<file path="src/rtl/serial_adder.sv">
// Bit-serial N-bit adder, LSB first: operands taken in IDLE, result valid N+1 edges later.
// Holds the result in DONE until o_ready; i_valid is ignored while BUSY or DONE.
module serial_adder #(
   parameter int N = 32
) (
   input  logic         clk,
   input  logic         rst,
   input  logic         i_valid,
   output logic         i_ready,
   input  logic [N-1:0] a,
   input  logic [N-1:0] b,
   input  logic         c_in,
   output logic         o_valid,
   input  logic         o_ready,
   output logic [N-1:0] sum,
   output logic         c_out,
   output logic         overflow
);

   localparam int CW = (N > 1) ? $clog2(N) : 1;
   localparam logic [CW-1:0] LAST = CW'(N - 1);

   typedef enum logic [1:0] {IDLE, BUSY, DONE} state_t;

   state_t         state, state_nxt;
   logic [CW-1:0]  cnt;
   logic           carry;
   logic [N-1:0]   a_sh, b_sh, sum_sh;
   logic           bit_s, carry_nxt, last_bit;

   assign bit_s     = a_sh[0] ^ b_sh[0] ^ carry;
   assign carry_nxt = (a_sh[0] & b_sh[0]) | (carry & (a_sh[0] ^ b_sh[0]));
   assign last_bit  = (cnt == LAST);

   always_comb begin
      state_nxt = state;
      unique case (state)
         IDLE:    if (i_valid)  state_nxt = BUSY;
         BUSY:    if (last_bit) state_nxt = DONE;
         DONE:    if (o_ready)  state_nxt = IDLE;
         default:               state_nxt = IDLE;
      endcase
   end

   always_ff @(posedge clk) begin
      if (rst) state <= IDLE;
      else     state <= state_nxt;
   end

   always_ff @(posedge clk) begin
      if (rst) begin
         cnt      <= '0;
         carry    <= 1'b0;
         a_sh     <= '0;
         b_sh     <= '0;
         sum_sh   <= '0;
         c_out    <= 1'b0;
         overflow <= 1'b0;
      end else begin
         unique case (state)
            IDLE: begin
               if (i_valid) begin
                  a_sh  <= a;
                  b_sh  <= b;
                  carry <= c_in;
                  cnt   <= '0;
               end
            end
            BUSY: begin
               // New sum bit enters at the MSB so after N shifts bit 0 lands at sum[0].
               sum_sh <= (sum_sh >> 1) | (N'(bit_s) << (N - 1));
               a_sh   <= a_sh >> 1;
               b_sh   <= b_sh >> 1;
               carry  <= carry_nxt;
               cnt    <= cnt + 1'b1;
               if (last_bit) begin
                  c_out    <= carry_nxt;
                  overflow <= carry ^ carry_nxt;
               end
            end
            default: ;
         endcase
      end
   end

   assign i_ready = (state == IDLE);
   assign o_valid = (state == DONE);
   assign sum     = sum_sh;

endmodule
</file>
<file path="config.mk">
export PLATFORM = sky130hd
export DESIGN_NAME = serial_adder
export DESIGN_NICKNAME = d
export VERILOG_FILES = /design/src/rtl/serial_adder.sv
export SDC_FILE = /design/constraint.sdc
export NUM_CORES = 1
export LEC_CHECK = 0
export BUFFER_PORTS_ARGS = -buffer_cell sky130_fd_sc_hd__buf_2
export CAP_MARGIN = 20
export CORE_AREA = 2 2 90 110
export DETAILED_ROUTE_END_ITERATION = 8
export DIE_AREA = 0 0 92 112
export PLACE_DENSITY = 0.88
export SLEW_MARGIN = 15
export SYNTH_ARGS = -nofsm -noshare
export SYNTH_HDL_FRONTEND = slang
export SYNTH_SLANG_ARGS = --single-unit
</file>
<file path="constraint.sdc">
create_clock -name clk -period 1.6 [get_ports clk]
set_clock_uncertainty 0.05 [all_clocks]
set_input_delay 0.32 -clock clk [delete_from_list [all_inputs] [get_ports clk]]
set_output_delay 0.32 -clock clk [all_outputs]
set_load 0.02 [all_outputs]
</file>
==> flow_metrics.env, run 1 <==
export IMPL_num_antenna_cells=0
export IMPL_clockPowerShare_pct=38.9
export IMPL_slew_violations=0
export IMPL_setup_viol=0
export IMPL_wire_per_inst_um=15.1
export IMPL_cts_resized=6
export IMPL_fin_crit_sh_pct=96.6
export IMPL_power_density_nw_per_um2=1060
export IMPL_chipHeight_um=112
export IMPL_clock_fmax_ghz=0.647
export IMPL_switchingPower_w=0.00155
export IMPL_vias=4223
export IMPL_nNetsFinal=695
export IMPL_synthSimpleGateAreaFrac_pct=16.6
export IMPL_rsz0062_at_grt="no"
export IMPL_slew_headroom_pct=72.7
export IMPL_globalplace_congestion=0.780
export IMPL_io_buffer_count=104
export IMPL_synth_fa_ha_area_share_pct=0.924
export IMPL_p_sw_share_pct=25.3
export IMPL_dieArea_sq_um=10300
export IMPL_required_ps=1230
export IMPL_grtUsageTotal_pct=22.1
export IMPL_final_layout_size_suffix_gt1_share_pct=32.5
export IMPL_cts_htree_levels=3
export IMPL_antenna_found_initial=0
export IMPL_firstDrtPassIters=4
export IMPL_holdPathEnd="b_sh[31]"
export IMPL_power_frac_seq_pct=47.2
export IMPL_syn_avg_cell_area_sq_um=8.92
export IMPL_ys_ff_latch=106
export IMPL_drv_cap=0
export IMPL_die_x_um=92
export IMPL_post_cts_buffers=0
export IMPL_rows=39
export IMPL_clk_pin_slew_ps=70
export IMPL_syn_area_sq_um=4870
export IMPL_grt_overflow=0
export IMPL_period_minus_slack_ps=1550
export IMPL_path_class="flop to output pin"
export IMPL_synth_xor_area_share_pct=0.180
export IMPL_postRouteAntennaNets=0
export IMPL_endpoint_kind="output pin"
export IMPL_arrival_ps=1180
export IMPL_fin_setup_tns_ps=0
export IMPL_clkLatencyLatePin_ps=340
export IMPL_finalHoldViolCount=0
export IMPL_p_comb_share_pct=13.9
export IMPL_tightest_slew_ps=410
export IMPL_grt_max_degree=64
export IMPL_clkSinkCount=106
export IMPL_place_ws_ps=183
export IMPL_drt_total_wl_mm=11.4
export IMPL_drc_errors=0
export IMPL_cts_buffers=9
export IMPL_r2r_slack_ps=160
export IMPL_hold_buffers=0
export IMPL_irDropWorstVdd_uv=551
export IMPL_syn_nets=618
export IMPL_startpoint="state[0]"
export IMPL_start_util_pct=52.6
export IMPL_grt_pass1_wl_mm=18.8
export IMPL_muxShareOfSynthArea_pct=0.205
export IMPL_r2r_start="cnt[0]"
export IMPL_ios=105
export IMPL_cts_path_max_buffers=2
export IMPL_synthDistinctLibCells=31
export IMPL_hold_ws_ps=193
export IMPL_hold_class="input pin to flop"
export IMPL_yosysWarnings=0
export IMPL_core_sq_um=9270
export IMPL_cts_root_buf="clkbuf_16"
export IMPL_ys_seq_area_share_pct=43.6
export IMPL_grt_pass1_vias=4100
export IMPL_critPathLaunchType="flop"
export IMPL_synth_top_family_by_area="compound AO/OA/AOI/OAI gates"
export IMPL_via_per_inst=5.62
export IMPL_cts_tree="done"
export IMPL_drt_iter0_markers=218
export IMPL_r2r_end="c_out"
export IMPL_worstPathMaxFanout=16
export IMPL_min_from="b[31]"
export IMPL_rr_worst_depth=6
export IMPL_min_path_cells=3
export IMPL_syn_inst=546
export IMPL_area_growth_pct=19.2
export IMPL_outcome="finished clean"
export IMPL_synth_compound_area_share_pct=32.3
export IMPL_power_leakage_nw=2.32
export IMPL_fin_ws_ps=54.9
export IMPL_dp_hpwl_mm=7.64
export IMPL_intPower_w=0.00458
[worst max path at each step]
stage	to	slack, ps	cells past startpoint
finish	o_valid	50	3
global route	o_valid	2	3
CTS	o_valid	40	3
detailed placement	b_sh[24]	180	5
global placement	o_valid	190	3
floorplan	c_out	280	6
[layout make-up]
type / instances / area (sq um)
fillers: 789 / 3460
multi-input cells: 384 / 2450
flip-flops and latches: 106 / 2130
repair buffers: 120 / 737
clock buffers: 10 / 239
well taps: 123 / 154
clock inverters: 6 / 87.6
inverters: 2 / 8.76
[power groups by stage]
stage	Combinational, W	Clock (W)	Sequential, W
after floorplan	0.000639	0	0.00293
after global placement	0.000803	0	0.00294
after detailed placement	0.000845	0	0.00295
after CTS	0.000852	0.00242	0.00289
after global routing	0.000933	0.00255	0.00291
final	0.000850	0.00239	0.00290
[registers in the layout, indices dropped and copies added, names as in the netlist]
| register | cells |
|---|---|
| a_sh | 32 |
| b_sh | 32 |
| c_out | 1 |
| carry | 1 |
| cnt | 5 |
| overflow | 1 |
| state | 2 |
| sum | 32 |
[cells in the mapped netlist]
cell	number	share of area (%)
a211oi_1	4	0.62
a211oi_2	60	15
a21oi_1	36	3.7
a22oi_1	2	0.31
a31oi_1	1	0.13
a32oi_1	2	0.36
and3_1	1	0.13
buf_1	6	0.46
buf_2	13	1.3
buf_4	9	1.4
buf_6	6	1.4
clkbuf_1	20	1.5
dfxtp_1	106	44
fa_1	1	0.41
ha_1	2	0.51
inv_2	2	0.15
mux2i_1	1	0.21
nand2_1	67	5.2
nand2b_1	3	0.39
nand3_1	4	0.41
nand3b_1	1	0.15
nor2_1	128	9.9
nor2b_1	2	0.26
nor3_1	1	0.10
o211a_1	1	0.21
o21ba_1	1	0.21
o21bai_2	1	0.23
o22ai_1	4	0.51
o2bb2ai_1	59	11
or3_1	1	0.13
xor2_1	1	0.18
[logic make-up after synthesis]
family / count (synthesis)
XOR/XNOR: 1
buffers and inverters: 56
adder cells (fa/ha/maj): 3
AND/OR/NAND/NOR: 208
AO/OA/AOI/OAI: 171
multiplexers: 1
flip-flops: 106
[per-layer routing]
metal / global-route usage [%] / vias to the layer above / share of wire, %
li1: - / 2075 / -
met1: 27.5 / 2026 / 43
met2: 38.1 / 104 / 52
met3: 3.65 / 18 / 4.0
met4: 8.36 / 0 / 1.7
met5: 0 / - / 0
[cells in the final DEF (no fill, tap or decap), types with 2 or more instances in the layout]
cell type	count
buf_12	7
o2bb2ai_1	59
o22ai_1	4
buf_2	102
clkbuf_16	9
clkinv_2	3
buf_4	10
a211oi_2	60
a32oi_1	2
a211oi_1	4
a22oi_1	2
dfxtp_1	104
bufinv_16	2
a21oi_1	36
ha_1	2
nand2_1	67
nor2_1	128
nand2b_1	3
nand3_1	4
[worst max-delay path, cell delays in order (launching register included)]
cell and delay (ps):
dfxtp_4 390, buf_6 170, nor2b_4 120, buf_4 150
[through the flow]
step                      instance area (sq um)  util, %  std cells  power (W)
after CTS                                  5810     62.6        751    0.00616
final                                      5810     62.6        751    0.00613
after floorplan                            4870        -        546    0.00356
after global placement                     5460     58.9        735    0.00375
after detailed placement                   5460     58.9        735    0.00380
after global routing                       5810     62.6        751    0.00640
No activity file was read; power rests on OpenSTA's default activity.
==> run 2, diff against run 1 <==
--- a/config.mk
+++ b/config.mk
@@ -5,11 +5,13 @@
 export SDC_FILE = /design/constraint.sdc
 export NUM_CORES = 1
 export LEC_CHECK = 0
+export ABC_AREA = 1
 export BUFFER_PORTS_ARGS = -buffer_cell sky130_fd_sc_hd__buf_2
 export CAP_MARGIN = 20
-export CORE_AREA = 2 2 90 110
+export CORE_AREA = 2 2 89 108
 export DETAILED_ROUTE_END_ITERATION = 8
-export DIE_AREA = 0 0 92 112
+export DIE_AREA = 0 0 91 110
+export GPL_TIMING_DRIVEN = 0
 export PLACE_DENSITY = 0.88
 export SLEW_MARGIN = 15
 export SYNTH_ARGS = -nofsm -noshare
==> constraint.sdc (replaced) <==
create_clock -name clk -period 1.6 [get_ports clk]
set_clock_uncertainty 0.05 [all_clocks]
set_input_delay 0.16 -clock clk [delete_from_list [all_inputs] [get_ports clk]]
set_output_delay 0.16 -clock clk [all_outputs]
set_load 0.02 [all_outputs]
==> run 2 against run 1 <==
Net effect:
- combinational power grew 16%
- clock power down 34%
- die area decreased by 2.9%
- flip-flop and latch count unchanged
- cell area shrank 3.3%
- highest routed layer unchanged
==> flow_metrics.env, run 2 <==
export IMPL_synthSimpleGateAreaFrac_pct=39.0
export IMPL_hold_class="input pin to flop"
export IMPL_cts_tree="done"
export IMPL_finalNonFillerCells=968
export IMPL_stdcell_area_sq_um=5620
export IMPL_die_x_um=91
export IMPL_r2r_start="state[1]"
export IMPL_postRouteAntennaNets=0
export IMPL_critPathLaunchType="flop"
export IMPL_grt_max_degree=20
export IMPL_dieArea_sq_um=10000
export IMPL_grt_overflow=0
export IMPL_wire_per_inst_um=11.7
export IMPL_slew_headroom_pct=59.4
export IMPL_setup_viol=0
export IMPL_min_from="o_ready"
export IMPL_path_class="flop to output pin"
export IMPL_area_growth_pct=18.4
export IMPL_arrival_ps=1320
export IMPL_endpoint_kind="output pin"
export IMPL_tightest_slew_ps=609
export IMPL_cp_slowest_cell="dfxtp_1"
export IMPL_post_place_cells=953
export IMPL_power_leakage_nw=2.81
export IMPL_cts_buffers=9
export IMPL_grtUsageTotal_pct=23.1
export IMPL_synth_xor_area_share_pct=0.185
export IMPL_post_synth_top_count_cell="nor2_1"
export IMPL_crit_path_max_incr_delay_ps=360
export IMPL_antenna_found_initial=0
export IMPL_globalplace_congestion=0.819
export IMPL_dp_hpwl_mm=8.15
export IMPL_clkSinkCount=106
export IMPL_syn_area_sq_um=4740
export IMPL_grt_pass1_wl_mm=18.7
export IMPL_post_cts_buffers=0
export IMPL_r2r_slack_ps=120
export IMPL_synth_top_family_by_area="simple AND/OR/NAND/NOR gates"
export IMPL_r2r_end="b_sh[20]"
export IMPL_multiInputGateArea_sq_um=2140
export IMPL_seqCellArea_sq_um=2120
export IMPL_cts_htree_levels=3
export IMPL_synthDistinctLibCells=19
export IMPL_firstDrtPassIters=5
export IMPL_synth_fa_ha_area_share_pct=0.950
export IMPL_holdPathEnd="state[1]"
export IMPL_syn_inst=730
export IMPL_required_ps=1390
export IMPL_worstPathMaxFanout=19
export IMPL_async_flop_share_pct=0
export IMPL_path_buf_inv=2
export IMPL_cp_cell_sequence="nor2_2 -> buf_6 -> buf_2"
export IMPL_drt_iter0_markers=281
export IMPL_fin_ws_ps=72.4
export IMPL_clock_fmax_ghz=0.655
export IMPL_drt_total_wl_mm=11.3
export IMPL_rr_worst_depth=8
export IMPL_drc_errors=0
export IMPL_layout_common_cells="nor2_1 (203), nand2_1 (145), buf_2 (118)"
export IMPL_fin_setup_tns_ps=0
export IMPL_rows=38
export IMPL_muxShareOfSynthArea_pct=0
export IMPL_syn_nets=802
export IMPL_synth_edff_count=0
export IMPL_period_minus_slack_ps=1530
export IMPL_grt_pass1_vias=4170
export IMPL_fill_cells=856
export IMPL_final_layout_size_suffix_gt1_share_pct=17.7
export IMPL_chipHeight_um=110
export IMPL_fin_crit_sh_pct=95.5
export IMPL_ys_top_cells_by_area="dfxtp_1 (45%), nor2_1 (16%), nand2_1 (11%)"
export IMPL_place_ws_ps=118
export IMPL_synth_top_cell_by_area="dfxtp_1"
export IMPL_syn_avg_cell_area_sq_um=6.50
export IMPL_synth_main_ff_cell="dfxtp_1"
export IMPL_io_buffer_count=103
export IMPL_clkLatencyLatePin_ps=360
export IMPL_drv_cap=0
export IMPL_outcome="finished clean"
export IMPL_synth_compound_area_share_pct=4.75
export IMPL_yosys_top_cells_count="nor2_1 (204), nand2_1 (145), dfxtp_1 (106)"
export IMPL_cts_root_buf="clkbuf_8"
export IMPL_ys_ff_latch=106
export IMPL_irDropWorstVdd_uv=413
export IMPL_yosysWarnings=0
export IMPL_synth_top_area_share_pct=44.7
export IMPL_cp_top_family="buffers and inverters"
export IMPL_slew_violations=0
export IMPL_nNetsFinal=915
export IMPL_hold_buffers=0
export IMPL_core_sq_um=8940
export IMPL_place_area_sq_um=5410
export IMPL_power_density_nw_per_um2=977
export IMPL_start_util_pct=53.1
export IMPL_ys_seq_area_share_pct=44.7
export IMPL_vias=4716
export IMPL_min_path_cells=4
export IMPL_total_power_w=0.00549
export IMPL_via_per_inst=4.87
export IMPL_finalHoldViolCount=0
export IMPL_final_common_cell="nor2_1"
export IMPL_ios=105
export IMPL_cts_path_max_buffers=2
export IMPL_num_antenna_cells=0
export IMPL_clk_pin_slew_ps=100
-- run 2: cell count changes in the layout (fill, tap and decap cells not counted), moves of 6 or more --
cell and delta:
a211oi_2 -60, o21ai_0 +35, clkbuf_8 +10, buf_2 +16
nor2_1 +75, o2bb2ai_1 -59, inv_1 +71, nand2_1 +78
clkbuf_1 +13, buf_1 +6, clkbuf_16 -9, a21oi_1 -27
nand3_1 +99, buf_12 -7
-- run 2: through the flow --
stage	utilization [%]	hold WS, ps
finish	62.8	8.79
global route	62.8	27.7
CTS	62.6	4.67
detailed placement	60.5	399
global placement	60.5	392
floorplan	-	277
-- run 2: cell type report --
cell class	instances	share of cell area [%]
multi-input cells	505	38.0
flip-flops and latches	106	37.8
repair buffers	103	9.18
inverters	72	4.81
plain buffers	46	4.14
clock buffers	11	2.70
well taps	120	2.67
clock inverters	5	0.691
-- run 2: layer usage --
metal	track usage (%)	share of wire, %
met1	29.2	44
met3	2.72	5.6
met4	9.42	2.1
met5	0	0
met2	40.5	49
-- run 2: timing repair --
action	4_1_cts	5_1_grt
pin swaps	0	0
endpoints found under the setup margin	1	47
cloned	0	0
resized for setup	1	10
-- run 2: cells by family (layout without fill, tap and decap cells) --
group,after synthesis,after routing
and+or+nand+nor,456,456
buffers and inverters,119,237
DFF,106,106
AOI/OAI and AO/OA,45,45
adders and majority gates,3,3
xor gates and xnor gates,1,1
-- run 2: report_power, final --
part           total (W)  leakage (nW)  internal [W]  switching, W
sequential       0.00293         0.871       0.00282      0.000107
clock            0.00158        0.0955      0.000658      0.000919
combinational   0.000985          1.84      0.000362      0.000623
-- run 2: worst max-delay path by stage --
stage	start	to	slack [ps]	cells past startpoint
3_5_place_dp	state[0]	overflow	120	7
2_1_floorplan	cnt[0]	c_out	310	8
4_1_cts	state[1]	i_ready	7	3
5_1_grt	state[1]	a_sh[0]	-4	8
6_report	state[1]	i_ready	70	3
3_3_place_gp	rst	cnt[3]	140	5
-- run 2: worst register-to-register path, delay by kind of cell, from the launching register on --
kind	cells	cell delay, ps
AND/OR/NAND/NOR	4	360
flip-flops	1	410
buffers and inverters	4	620
==> run 3, diff against run 2 <==
--- a/config.mk
+++ b/config.mk
@@ -8,11 +8,13 @@
 export ABC_AREA = 1
 export BUFFER_PORTS_ARGS = -buffer_cell sky130_fd_sc_hd__buf_2
 export CAP_MARGIN = 20
-export CORE_AREA = 2 2 89 108
+export CELL_PAD_IN_SITES_DETAIL_PLACEMENT = 0
+export CELL_PAD_IN_SITES_GLOBAL_PLACEMENT = 1
+export CORE_AREA = 2 2 107 130
 export DETAILED_ROUTE_END_ITERATION = 8
-export DIE_AREA = 0 0 91 110
+export DIE_AREA = 0 0 109 132
 export GPL_TIMING_DRIVEN = 0
-export PLACE_DENSITY = 0.88
+export PLACE_DENSITY = 0.87
 export SLEW_MARGIN = 15
 export SYNTH_ARGS = -nofsm -noshare
 export SYNTH_HDL_FRONTEND = slang
==> run 3 against run 2 <==
Net effect:
- worst setup slack worse by 17 ps
- cell count is 4.9% higher
- combinational power hardly changed
==> flow_metrics.env, run 3 (synthesis gave the netlist of run 2 again) <==
export IMPL_globalplace_congestion=0.757
export IMPL_grt_pass1_wl_mm=20.0
export IMPL_drt_iter0_markers=289
export IMPL_cts_buffers=9
export IMPL_grt_busiest_layer="met2"
export IMPL_r2r_end="b_sh[16]"
export IMPL_critPathCapture="i_ready"
export IMPL_cts_root_buf="clkbuf_16"
export IMPL_clk_pin_slew_ps=70
export IMPL_slew_headroom_pct=60.4
export IMPL_r2r_slack_ps=100
export IMPL_final_common_cell="nor2_1"
export IMPL_path_class="flop to output pin"
export IMPL_crit_path_max_incr_delay_ps=340
export IMPL_die_x_um=109
export IMPL_met1_usage_pct=23.4
export IMPL_setup_viol=0
export IMPL_arrival_ps=1330
export IMPL_period_minus_slack_ps=1540
export IMPL_clkLatencyLatePin_ps=340
export IMPL_start_util_pct=36.3
export IMPL_startpoint="state[1]"
export IMPL_multiInputGateArea_sq_um=2140
export IMPL_postRouteAntennaNets=0
export IMPL_grt_pass1_vias=4132
export IMPL_r2r_start="state[1]"
export IMPL_rsz0062_at_grt="yes"
export IMPL_drv_cap=0
export IMPL_worstPathMaxFanout=19
export IMPL_grt_max_degree=20
export IMPL_endpoint_kind="output pin"
export IMPL_drc_errors=0
export IMPL_area_growth_pct=21.7
export IMPL_cts_path_max_buffers=2
export IMPL_power_leakage_nw=2.85
export IMPL_hold_class="input pin to flop"
export IMPL_firstDrtPassIters=4
export IMPL_finalNonFillerCells=1015
export IMPL_cp_slowest_cell="dfxtp_1"
export IMPL_grt_overflow=0
export IMPL_drt_total_wl_mm=12.2
export IMPL_cts_tree="done"
export IMPL_fin_crit_sh_pct=96.5
export IMPL_final_layout_size_suffix_gt1_share_pct=17.6
export IMPL_fill_cells=1440
export IMPL_io_buffer_count=103
export IMPL_outcome="finished clean"
export IMPL_vias=4635
export IMPL_clock_fmax_ghz=0.647
export IMPL_core_sq_um=13100
export IMPL_dieArea_sq_um=14400
export IMPL_wire_per_inst_um=12.0
export IMPL_grtUsageTotal_pct=17.5
export IMPL_antenna_found_initial=1
export IMPL_layout_common_cells="nor2_1 (202), nand2_1 (145), buf_2 (115)"
export IMPL_required_ps=1390
export IMPL_chipHeight_um=132
export IMPL_irDropWorstVdd_uv=450
export IMPL_cp_cell_sequence="nor2_2 -> buf_4 -> buf_2"
export IMPL_finalHoldViolCount=0
export IMPL_hold_ws_ps=39.1
export IMPL_cts_htree_levels=3
export IMPL_grt_use_met3_pct=3.41
export IMPL_critPathLaunchType="flop"
export IMPL_fin_setup_tns_ps=0
export IMPL_rows=46
export IMPL_dp_hpwl_mm=8.79
export IMPL_via_per_inst=4.57
export IMPL_post_place_cells=1001
export IMPL_ios=105
export IMPL_power_density_nw_per_um2=1050
export IMPL_rr_worst_depth=6
export IMPL_use_met2_pct=28.0
export IMPL_nNetsFinal=915
export IMPL_clkSinkCount=106
export IMPL_slew_violations=0
export IMPL_tightest_slew_ps=594
export IMPL_seqCellArea_sq_um=2120
run 3: cell types whose count changed in the layout (fill, tap and decap cells not counted), sizes merged:
cell,before,now
buf,131,128
bufinv,0,1
clkbuf,29,31
clkinv,5,4
clkinvlp,1,0
diode,0,1
run 3: power by group:
group	switching [W]	internal, W	total, W
registers	0.000107	0.00282	0.00293
logic	0.000625	0.000363	0.000987
clock network	0.000940	0.00119	0.00213
run 3: critical path: cells and delay by family (launching register included):
kind / cells / cell delay, ps
buffers and inverters: 2 / 460
and+or+nand+nor: 1 / 170
DFF: 1 / 340
run 3: timing repair:
item	in CTS	in global routing
gates cloned	0	0
setup buffers	0	0
resized for setup	1	13
hold buffers	0	0
endpoints found under the setup margin	1	61
run 3: layout make-up:
type	instances	area share, %
Antenna cell	1	0.0434
Buffer	46	4.08
Clock buffer	10	3.97
Clock inverter	4	0.780
Inverter	72	4.68
Multi-Input combinational cell	505	37.1
Sequential cell	106	36.8
Tap cell	168	3.64
Timing Repair Buffer	103	8.93
run 3: metal layers:
layer	part of all wire [%]	up-vias	wire length [um]
li1	-	2473	-
met1	47	2042	5730
met2	47	107	5690
met3	4.6	13	557
met4	1.9	0	232
met5	0	-	0
run 3: worst min-delay path by stage:
stage	cells after the start	startpoint	endpoint
after floorplan	2	a[31]	a_sh[31]
after global placement	3	b[31]	b_sh[31]
after detailed placement	3	a[31]	a_sh[31]
after CTS	4	o_ready	state[1]
after global routing	4	o_ready	state[1]
final	4	o_ready	state[1]
run 3: through the flow:
stage	utilization [%]	setup slack, ps	total power, W	area (sq um)
finish	44.2	55.6	0.00605	5770
global route	44.2	-40.3	0.00637	5770
CTS	43.9	37.9	0.00610	5740
detailed placement	41.9	7.13	0.00398	5470
global placement	41.9	10.5	0.00397	5470
floorplan	-	313	0.00364	4740
